<file path="src/rtl/err_pkg.sv">
// rtl/err_pkg.sv - shared types and constants for the error sequencer
package err_pkg;

   // Sequencer states
   typedef enum logic [1:0] {
      IDLE  = 2'd0,
      CLR   = 2'd1,
      ACCUM = 2'd2,
      DONE  = 2'd3
   } err_state_t;

   // Number of weighted IR terms summed per sample set
   localparam int NUM_TERMS = 8;

   // Width of the datapath operand select
   localparam int SEL_W = 3;

   // Operand select encoding: even = right sensors (added), odd = left (subtracted)
   localparam logic [SEL_W-1:0] SEL_R0 = 3'd0;
   localparam logic [SEL_W-1:0] SEL_L0 = 3'd1;
   localparam logic [SEL_W-1:0] SEL_R1 = 3'd2;
   localparam logic [SEL_W-1:0] SEL_L1 = 3'd3;
   localparam logic [SEL_W-1:0] SEL_R2 = 3'd4;
   localparam logic [SEL_W-1:0] SEL_L2 = 3'd5;
   localparam logic [SEL_W-1:0] SEL_R3 = 3'd6;
   localparam logic [SEL_W-1:0] SEL_L3 = 3'd7;

   // Counter value of the last term in ACCUM
   localparam logic [SEL_W-1:0] CNT_LAST = SEL_W'(NUM_TERMS - 1);

endpackage

</file>
<file path="src/rtl/err_compute_sm.sv">
// rtl/err_compute_sm.sv - accumulate sequencer for the line-follower error datapath
module err_compute_sm
   import err_pkg::*;
(
   input  logic             clk,
   input  logic             rst_n,
   input  logic             IR_vld,
   input  logic             clr_ovr,
   output logic             clr_accum,
   output logic             en_accum,
   output logic             sub,
   output logic [SEL_W-1:0] sel,
   output logic             busy,
   output logic             err_vld,
   output logic             ovr
);

   err_state_t       state_q;
   err_state_t       state_d;
   logic [SEL_W-1:0] cnt_q;
   logic [SEL_W-1:0] cnt_d;
   logic             ovr_q;
   logic             ovr_set;

   // State and term counter registers; reset aborts any sequence in flight
   always_ff @(posedge clk or negedge rst_n) begin
      if (!rst_n) begin
         state_q <= IDLE;
         cnt_q   <= SEL_R0;
      end else begin
         state_q <= state_d;
         cnt_q   <= cnt_d;
      end
   end

   // Next state and counter: one clear cycle, eight accumulate cycles, one done cycle
   always_comb begin
      state_d = state_q;
      cnt_d   = cnt_q;
      case (state_q)
         IDLE: begin
            cnt_d = SEL_R0;
            if (IR_vld) begin
               state_d = CLR;
            end
         end
         CLR: begin
            cnt_d   = SEL_R0;
            state_d = ACCUM;
         end
         ACCUM: begin
            if (cnt_q == CNT_LAST) begin
               cnt_d   = SEL_R0;
               state_d = DONE;
            end else begin
               cnt_d = cnt_q + SEL_W'(1);
            end
         end
         DONE: begin
            // A new sample set arriving here starts straight away; not an overrun
            cnt_d   = SEL_R0;
            state_d = IR_vld ? CLR : IDLE;
         end
         default: begin
            cnt_d   = SEL_R0;
            state_d = IDLE;
         end
      endcase
   end

   // Moore output decode from state and term counter
   always_comb begin
      clr_accum = 1'b0;
      en_accum  = 1'b0;
      sub       = 1'b0;
      sel       = SEL_R0;
      busy      = 1'b0;
      err_vld   = 1'b0;
      case (state_q)
         CLR: begin
            clr_accum = 1'b1;
            busy      = 1'b1;
         end
         ACCUM: begin
            en_accum = 1'b1;
            sel      = cnt_q;
            sub      = cnt_q[0];
            busy     = 1'b1;
         end
         DONE: begin
            err_vld = 1'b1;
            busy    = 1'b1;
         end
         default: begin
            busy = 1'b0;
         end
      endcase
   end

   // A sample set arriving mid-sequence is dropped and flagged
   assign ovr_set = IR_vld && ((state_q == CLR) || (state_q == ACCUM));

   // Sticky overrun flag; a new overrun beats a simultaneous clear
   always_ff @(posedge clk or negedge rst_n) begin
      if (!rst_n) begin
         ovr_q <= 1'b0;
      end else if (ovr_set) begin
         ovr_q <= 1'b1;
      end else if (clr_ovr) begin
         ovr_q <= 1'b0;
      end
   end

   assign ovr = ovr_q;

endmodule

</file>
<file path="config.mk">
export PLATFORM = sky130hd
export DESIGN_NAME = err_compute_sm
export DESIGN_NICKNAME = d
export VERILOG_FILES = /design/src/rtl/err_pkg.sv /design/src/rtl/err_compute_sm.sv
export SDC_FILE = /design/constraint.sdc
export NUM_CORES = 1
export LEC_CHECK = 0
export CAP_MARGIN = 20
export CORE_AREA = 4 4 41 43
export CTS_BUF_LIST = sky130_fd_sc_hd__clkbuf_2 sky130_fd_sc_hd__clkbuf_4 sky130_fd_sc_hd__clkbuf_8
export CTS_CLUSTER_DIAMETER = 50
export DETAILED_ROUTE_END_ITERATION = 8
export DIE_AREA = 0 0 45 47
export PLACE_DENSITY = 0.62
export SYNTH_ARGS = -nofsm -noshare
export SYNTH_HDL_FRONTEND = slang
export SYNTH_SLANG_ARGS = --single-unit
</file>
<file path="constraint.sdc">
create_clock -name clk -period 4.03 [get_ports clk]
set_input_delay 0.806 -clock clk [delete_from_list [all_inputs] [get_ports clk]]
set_output_delay 0.806 -clock clk [all_outputs]
set_load 0.02 [all_outputs]
</file>
# Word-level counts from Yosys, hierarchy flattened
# Index checks and enable logic that the tools add are counted.
# W data, S select, Z words.
[classes]
n_mux = 14
eq_ne = 6
n_addsub = 1
n_reduce_logical = 7
[op_table]
columns = ["cell", "n"]
rows = [
  ["$mux W1", 8],
  ["$pmux W2 S4", 1],
  ["$mux W3", 2],
  ["$pmux W3 S2", 1],
  ["$reduce_or A3 Y1", 2],
  ["$eq A2 B2 Y1 const B", 2],
  ["$mux W2", 2],
  ["$ne A2 B2 Y1 const B", 2],
  ["$add A3 B1 Y3 const B", 1],
  ["$eq A3 B3 Y1 const B", 1],
  ["$eq A2 B1 Y1 const B", 1],
  ["$logic_not A2 Y1", 1],
  ["$reduce_and A2 Y1", 1],
  ["$reduce_bool A2 Y1", 1],
  ["$logic_and A1 B1 Y1", 1],
  ["$logic_or A1 B1 Y1", 1],
]
[totals]
in_bits = 4
wordCells = 31
register_bits = 6

# Logic depth before layout (Yosys ltp)
# Gate-level depths: netlist of run 1.
[depth]
word_depth = 4
mapped_depth = 5
mapped_depth_nobuf = 5

# Worst setup path before layout of run 1
# No wires, ideal clock.
[synth_path]
path_type = "register to output"
start = "register state_q[0]"
end = "output sel[0]"
n_path_buf = 1
stages_incl_launch_ff = 5
required_time_ns = 3.224
setup_slack_ns = 1.901
arrival_ns = 1.323
cell_sequence = "dfrtp_1 > inv_1 > ha_1 > and2_1 > buf_4"
[synth_between]
elab_chain_cells = 2
[synth_lines]
columns = ["element", "line_no", "source"]
rows = [
  ["from (decl)", "err_compute_sm.sv:18", "err_state_t state_q;"],
  ["from (signal assigned)", "err_compute_sm.sv:31", "state_q <= state_d;"],
  ["$eq A2 B2 Y1", "err_compute_sm.sv:79", "case (state_q)"],
  ["$mux W3", "err_compute_sm.sv:79", ""],
  ["to (decl)", "err_compute_sm.sv:12", "output logic [SEL_W-1:0] sel,"],
]
# Every way passes these cells.

# Worst setup path in the final report of run 1
# Same ends and word-level chain as after synthesis.

==> results of run 1 <==
[cell usage after synthesis]
cell	number	area (µm²)
ha_1	8	100
dfrtp_1	6	150
and2_1	5	31.3
inv_1	4	15.0
a21oi_1	1	5.00
a31o_2	1	8.76
buf_4	1	7.51
mux2_4	1	15.0
nand2_1	1	3.75
nand2_2	1	6.26
nand2b_1	1	6.26
nand2b_2	1	8.76
nor2_1	1	3.75
nor3b_1	1	7.51
o21ai_0	1	5.00
o31ai_1	1	7.51
[registers in the layout, summed over array words and instances, names as in the netlist]
signal	cells
cnt_q	3
ovr	1
state_q	2
[metal layers]
metal	vias up	track usage
met5	-	0
met4	0	0.0877
met3	2	0.0115
met2	5	0.107
met1	117	0.0785
li1	143	-
[worst max-delay path: stages, from the launching register on]
cell	delay, ns
dfrtp_1	0.40
inv_1	0.15
ha_1	0.24
and2_1	0.16
clkdlybuf4s50_1	0.60
[how the worst max path moves through the flow]
stage	slack, ns	from	endpoint
after floorplan	1.90	state_q[0]	sel[0]
after global placement	1.69	state_q[0]	sel[0]
after detailed placement	1.67	state_q[0]	sel[0]
after CTS	1.40	state_q[0]	sel[0]
after global routing	1.32	state_q[0]	sel[1]
final	1.44	state_q[0]	sel[0]
[power groups by stage]
stage | registers (W) | logic [W] | clock network (W)
global placement | 0.000106 | 0.000250 | 0
floorplan | 0.000108 | 0.000158 | 0
finish | 0.000105 | 0.000244 | 0.0000515
global route | 0.000109 | 0.000269 | 0.0000598
CTS | 0.000105 | 0.000250 | 0.0000555
detailed placement | 0.000106 | 0.000248 | 0
[metrics by stage]
step / area (µm²) / hold WS, ns / cells / util
final: 536 / 0.457 / 64 / 0.412
after global routing: 536 / 0.472 / 64 / 0.412
after CTS: 536 / 0.466 / 64 / 0.412
after detailed placement: 513 / 0.461 / 61 / 0.394
after global placement: 513 / 0.460 / 61 / 0.394
after floorplan: 382 / 0.427 / 35 / -
[final cells by class]
| class | instances | share of cell area |
|---|---|---|
| clock buffer | 3 | 0.0421 |
| inverter | 4 | 0.0280 |
| multi-input combinational | 24 | 0.390 |
| sequential | 6 | 0.280 |
| tap | 15 | 0.0350 |
| timing repair buffer | 12 | 0.224 |
[kinds of logic after synthesis]
kind of cell	Yosys count
multiplexers	1
AND/OR/NAND/NOR	11
AO/OA/AOI/OAI	4
buffers and inverters	5
adder cells (fa/ha/maj)	8
flip-flops	6
==> results by group, run 1 <==
Routing
  – DRT iter0 DRCs: 3
  – WL/cell: ~9.9 µm
  – Final WL: 632 µm
  – Final ANT Viol Nets: 0
  – DR pass1 iterations: 2
  – DR DRC count: 0
  – Met2 Wirelength: 327 µm
  – Max Used Layer: met4
  – Via density: 4.17
  – WL met3: 17 µm
  – Via count: between 200 and 300
  – Met1 WL: 277 µm

Logic synthesis
  – #FFs+latches synth: 6
  – Syn_area_per_cell: between 10 and 15 µm²
  – Post-Synth XOR/XNOR Area: 0
  – Net count after synthesis: 47
  – Cell area after synthesis: about 380 µm²
  – Main combinational cell family by area after synthesis: adder cells
  – Synth Area in Simple Gates: 0.177
  – Post-Syn Instances: 35
  – Netlist cell types: 16
  – Compound-Gate Fraction of Synth Area: 0.0689
  – YS warnings: 0
  – Seq/Total Area, Yosys: 0.393
  – Adder-cell area share of the yosys netlist: 0.262
  – Mux contribution to synthesized area: 0.0393

Clock tree
  – Post-CTS Setup Bufs: 0
  – Post-CTS sizing: 0
  – Insertion delay to the later sink of the worst-skew pair: 0.23 ns
  – Reg clk slew, reported paths: 0.04 ns
  – Bufs on Longest Clock Path: 2
  – H-tree levels: 1
  – CTS Sinks: 6
  – Root buffer cell: clkbuf_4
  – CTS tree: built
  – Cts bufs inserted: 3
  – Hold-fix buffers, CTS: 0

Setup path
  – CP Capture Type: output pin
  – R2R Path Start: cnt_q[0]
  – Flop2flop setup slack: 2.57 ns
  – Worst Reg-to-Reg Cells: 5
  – Crit path kind: flop to output pin
  – Startpoint Class: flop
  – Required time worst endpoint: 3.22 ns
  – Crit-path max FO: 5
  – R2r endpoint: state_q[1]
  – Arr. time, crit path: 1.79 ns

Placed design
  – Port bufs: 12
  – DP Worst Slack: 1.67 ns
  – Gpl congestion: 0.697
  – Post-DP HPWL: ~540 µm

Cells and area
  – Register area: 150 µm²
  – # nets final: 63
  – P&R area growth vs syn: 40.3%
  – Antenna Cells: 0
  – Layout cells sized above 1: 0.143
  – Filler instances: 138
  – Commonest cells after routing, fill and taps aside: clkdlybuf4s50_1, ha_1, dfrtp_1, and2_1, inv_1
  – Most common cell after layout, fill and taps aside: clkdlybuf4s50_1
  – Area of the multi-input gates: 209 µm²

Timing
  – Fmax: 386 MHz
  – RSZ-0062 raised after global routing: no
  – Setup ws final: 1.44 ns
  – Slew headroom: 0.831
  – Period utilization: 0.643
  – Final hold violations: 0
  – Post-layout min period: 2.59 ns
  – Max-slew violations: 0
  – Slew @ Worst Pin: 0.252 ns
  – Setup-failing EPs final: 0
  – Clk_skew: 0.00179 ns
  – Setup TNS: 0 ns

Power and ir drop
  – Clock network fraction of total power: 0.129
  – Logic pwr share: 0.610
  – Switch Pwr: 0.000161 W
  – Seq pwr share: 0.262
  – Switching Share: 0.403
  – Worst vdd ir: 0.000273 V
  – PwrDens: 748 nW/µm²
  – Static leakage: 0.265 nW
  – Int Power: between 0.0002 and 0.00025 W
  – Final Power: roughly 0.00040 W

Global route
  – GRT Residual Overflow: 0
  – Pin count of the biggest net entering global routing: 7
  – GRT Resource Usage Total: 0.0715
  – Initial antenna violation count: 0
  – Number of global-route vias before repair: approximately 270
  – First-pass GRT wire length: 1.01 mm

Floorplan
  – # IOs: 13
  – Die area: 2120 µm²
  – DIE HEIGHT: 47 µm
  – Core area: 1300 µm²
  – Row Count: 13
  – Die extent in x: approximately 45 µm
  – Starting Density: 0.293

Hold path
  – Hold Crit Depth: 1
  – Hold Path Origin: cnt_q[0]
  – Worst Hold Path EP: cnt_q[0]
  – Hold WC Path Type: flop to flop

Job
  – Max Cap Viol: 0

Status
  – Status: complete, no violations
Power figures use the tool's default switching activity.
==> run 2: changes to the inputs <==
PLACE_DENSITY = 0.64   (was 0.62)
clock period = 2.2 ns   (was 4.03 ns; I/O delays follow)
==> results by group, run 2 (synthesis results as in run 1) <==
Placed design
  – Gpl congestion: 0.615 (-12%)
  – Port bufs: 12 (unchanged)
  – Placed cell area: 513 µm² (unchanged)
  – Post-DP HPWL: 554 µm (+2.4%)

Timing
  – Final hold violations: 0 (unchanged)
  – Setup TNS: 0 ns (unchanged)
  – RSZ-0062 raised after global routing: no
  – Fmax: about 480 MHz
  – Post-layout min period: 2.09 ns
  – Slew headroom: 0.826 (-0.00492)
  – Clk_skew: 0.00388 ns (+0.00208 ns)
  – Max-slew violations: 0 (unchanged)
  – Setup-failing EPs final: 0 (unchanged)
  – Slew @ Worst Pin: 0.260 ns (+0.00737 ns)
  – Period utilization: 0.951

Setup path
  – R2r endpoint: state_q[1]
  – Startpoint Class: flop
  – CP Capture Type: output pin
  – Worst Reg-to-Reg Cells: 5 (unchanged)
  – Flop2flop setup slack: 0.77 ns (-1.80 ns)
  – Worst Setup SP: state_q[0]
  – R2R Path Start: cnt_q[0]
  – Required time worst endpoint: 1.76 ns (-1.46 ns)
  – Critical Path End: en_accum
  – Crit-path max FO: 5 (unchanged)
  – Crit path kind: flop to output pin
  – Arr. time, crit path: 1.65 ns (-0.14 ns)

Cells and area
  – Filler instances: 134 (-2.9%)
  – Most flop-heavy register: cnt_q
  – Commonest cells after routing, fill and taps aside: ha_1, clkdlybuf4s50_1, dfrtp_1, and2_1
  – Layout cells sized above 1: 0.143 (unchanged)
  – # nets final: 63 (unchanged)
  – Max reg flops: 3 (unchanged)
  – Design area: 531 µm² (-0.93%)
  – P&R area growth vs syn: 39.0%
  – Antenna Cells: 0 (unchanged)

Hold path
  – Hold WC Path Type: primary input to asynchronous set/reset pin

Global route
  – Number of global-route vias before repair: 278 (+2.6%)
  – Initial antenna violation count: 0 (unchanged)
  – GRT Residual Overflow: 0 (unchanged)
  – GRT Resource Usage Total: 0.0700 (-0.00153)
  – First-pass GRT wire length: 1.03 mm (+1.4%)
  – Pin count of the biggest net entering global routing: 7 (unchanged)

Clock tree
  – Insertion delay to the later sink of the worst-skew pair: 0.24 ns (about the same)
  – Reg clk slew, reported paths: 0.04 ns (about the same)
  – CTS Sinks: 6 (unchanged)
  – Cts bufs inserted: 3 (unchanged)
  – H-tree levels: 1 (unchanged)
  – Root buffer cell: clkbuf_4
  – CTS tree: built
  – Bufs on Longest Clock Path: 2 (unchanged)

Routing
  – Via density: 4.13 (-1.1%)
  – DRT iter0 DRCs: 1 (-2)
  – Via count: 264 (-1.1%)
  – WL/cell: 9.53 µm (-3.5%)
  – Final WL: 610 µm (-3.5%)
  – DR pass1 iterations: 2 (unchanged)
  – DR DRC count: 0 (unchanged)
  – Final ANT Viol Nets: 0 (unchanged)

Floorplan
  – DIE HEIGHT: 47 µm (unchanged)
  – Row Count: 13 (unchanged)
  – Starting Density: 0.293 (unchanged)
  – Die area: 2120 µm² (unchanged)
  – Die extent in x: 45 µm (unchanged)
  – Core area: 1300 µm² (unchanged)
  – # IOs: 13 (unchanged)

Power and ir drop
  – Final Power: 0.000725 W (+81%)
  – Worst vdd ir: 0.000565 V (+110%)
  – PwrDens: 1370 nW/µm² (+83%)
  – Static leakage: 0.283 nW (+7.0%)

Job
  – Max Cap Viol: 0 (unchanged)

Status
  – Status: complete, no violations
==> run 2: cell count changes in the layout (fill, tap and decap cells not counted) <==
cell             before  now
dlygate4sd2_1         0    4
clkdlybuf4s50_1      12    8
==> run 2: worst min path at each step <==
stage,startpoint,end,slack [ns],cells after the start
after floorplan,rst_n,cnt_q[0],0.14,0
after global placement,cnt_q[0],cnt_q[0],0.46,1
after detailed placement,cnt_q[0],cnt_q[0],0.45,1
after CTS,rst_n,ovr,0.45,1
after global routing,rst_n,ovr,0.44,1
final,rst_n,ovr,0.44,1
==> run 2: final cells by class <==
cell class                      instances  area, µm²  share of cell area
Clock buffer                            3       22.5              0.0425
Tap cell                               15       18.8              0.0354
Multi-Input combinational cell         24        209               0.394
Sequential cell                         6        150               0.283
Inverter                                4       15.0              0.0283
Timing Repair Buffer                   12        115               0.217
==> run 2: repair_timing <==
item	4_1_cts	5_1_grt
buffers inserted	0	0
hold buffers	0	0
gates resized for setup	4	0
endpoints found under the setup margin	4	0
==> run 2: where the power goes <==
group	leakage (nW)	internal, W	switching (W)
Clock	0.0138	0.0000613	0.0000337
Combinational	0.193	0.000214	0.000224
Sequential	0.0765	0.000156	0.0000369
==> run 2: layer usage <==
metal	vias up	global-route usage	wire length, µm
met5	-	0	0
met4	0	0.0702	0
met3	0	0.0230	16
met2	4	0.116	340
met1	118	0.0671	253
li1	142	-	-
==> run 2: stage by stage <==
stage                     instances  hold slack (ns)  setup WS, ns   util
final                            64            0.439         0.108  0.408
after global routing             64            0.440        0.0154  0.408
after CTS                        64            0.445        0.0765  0.408
after detailed placement         61            0.451         0.190  0.394
after global placement           61            0.464         0.245  0.394
after floorplan                  35            0.144         0.437      -
==> run 2: worst max-delay path, cell delays in order, from the launching register on <==
cell,delay [ns]
dfrtp_1,0.40
inv_1,0.16
ha_1,0.23
clkdlybuf4s50_1,0.62
==> run 3: changes to the inputs <==
CTS_CLUSTER_SIZE = 14   (was default)
==> results of run 3 <==
Same layout as run 2: the final DEF is identical, and so are final timing and power.
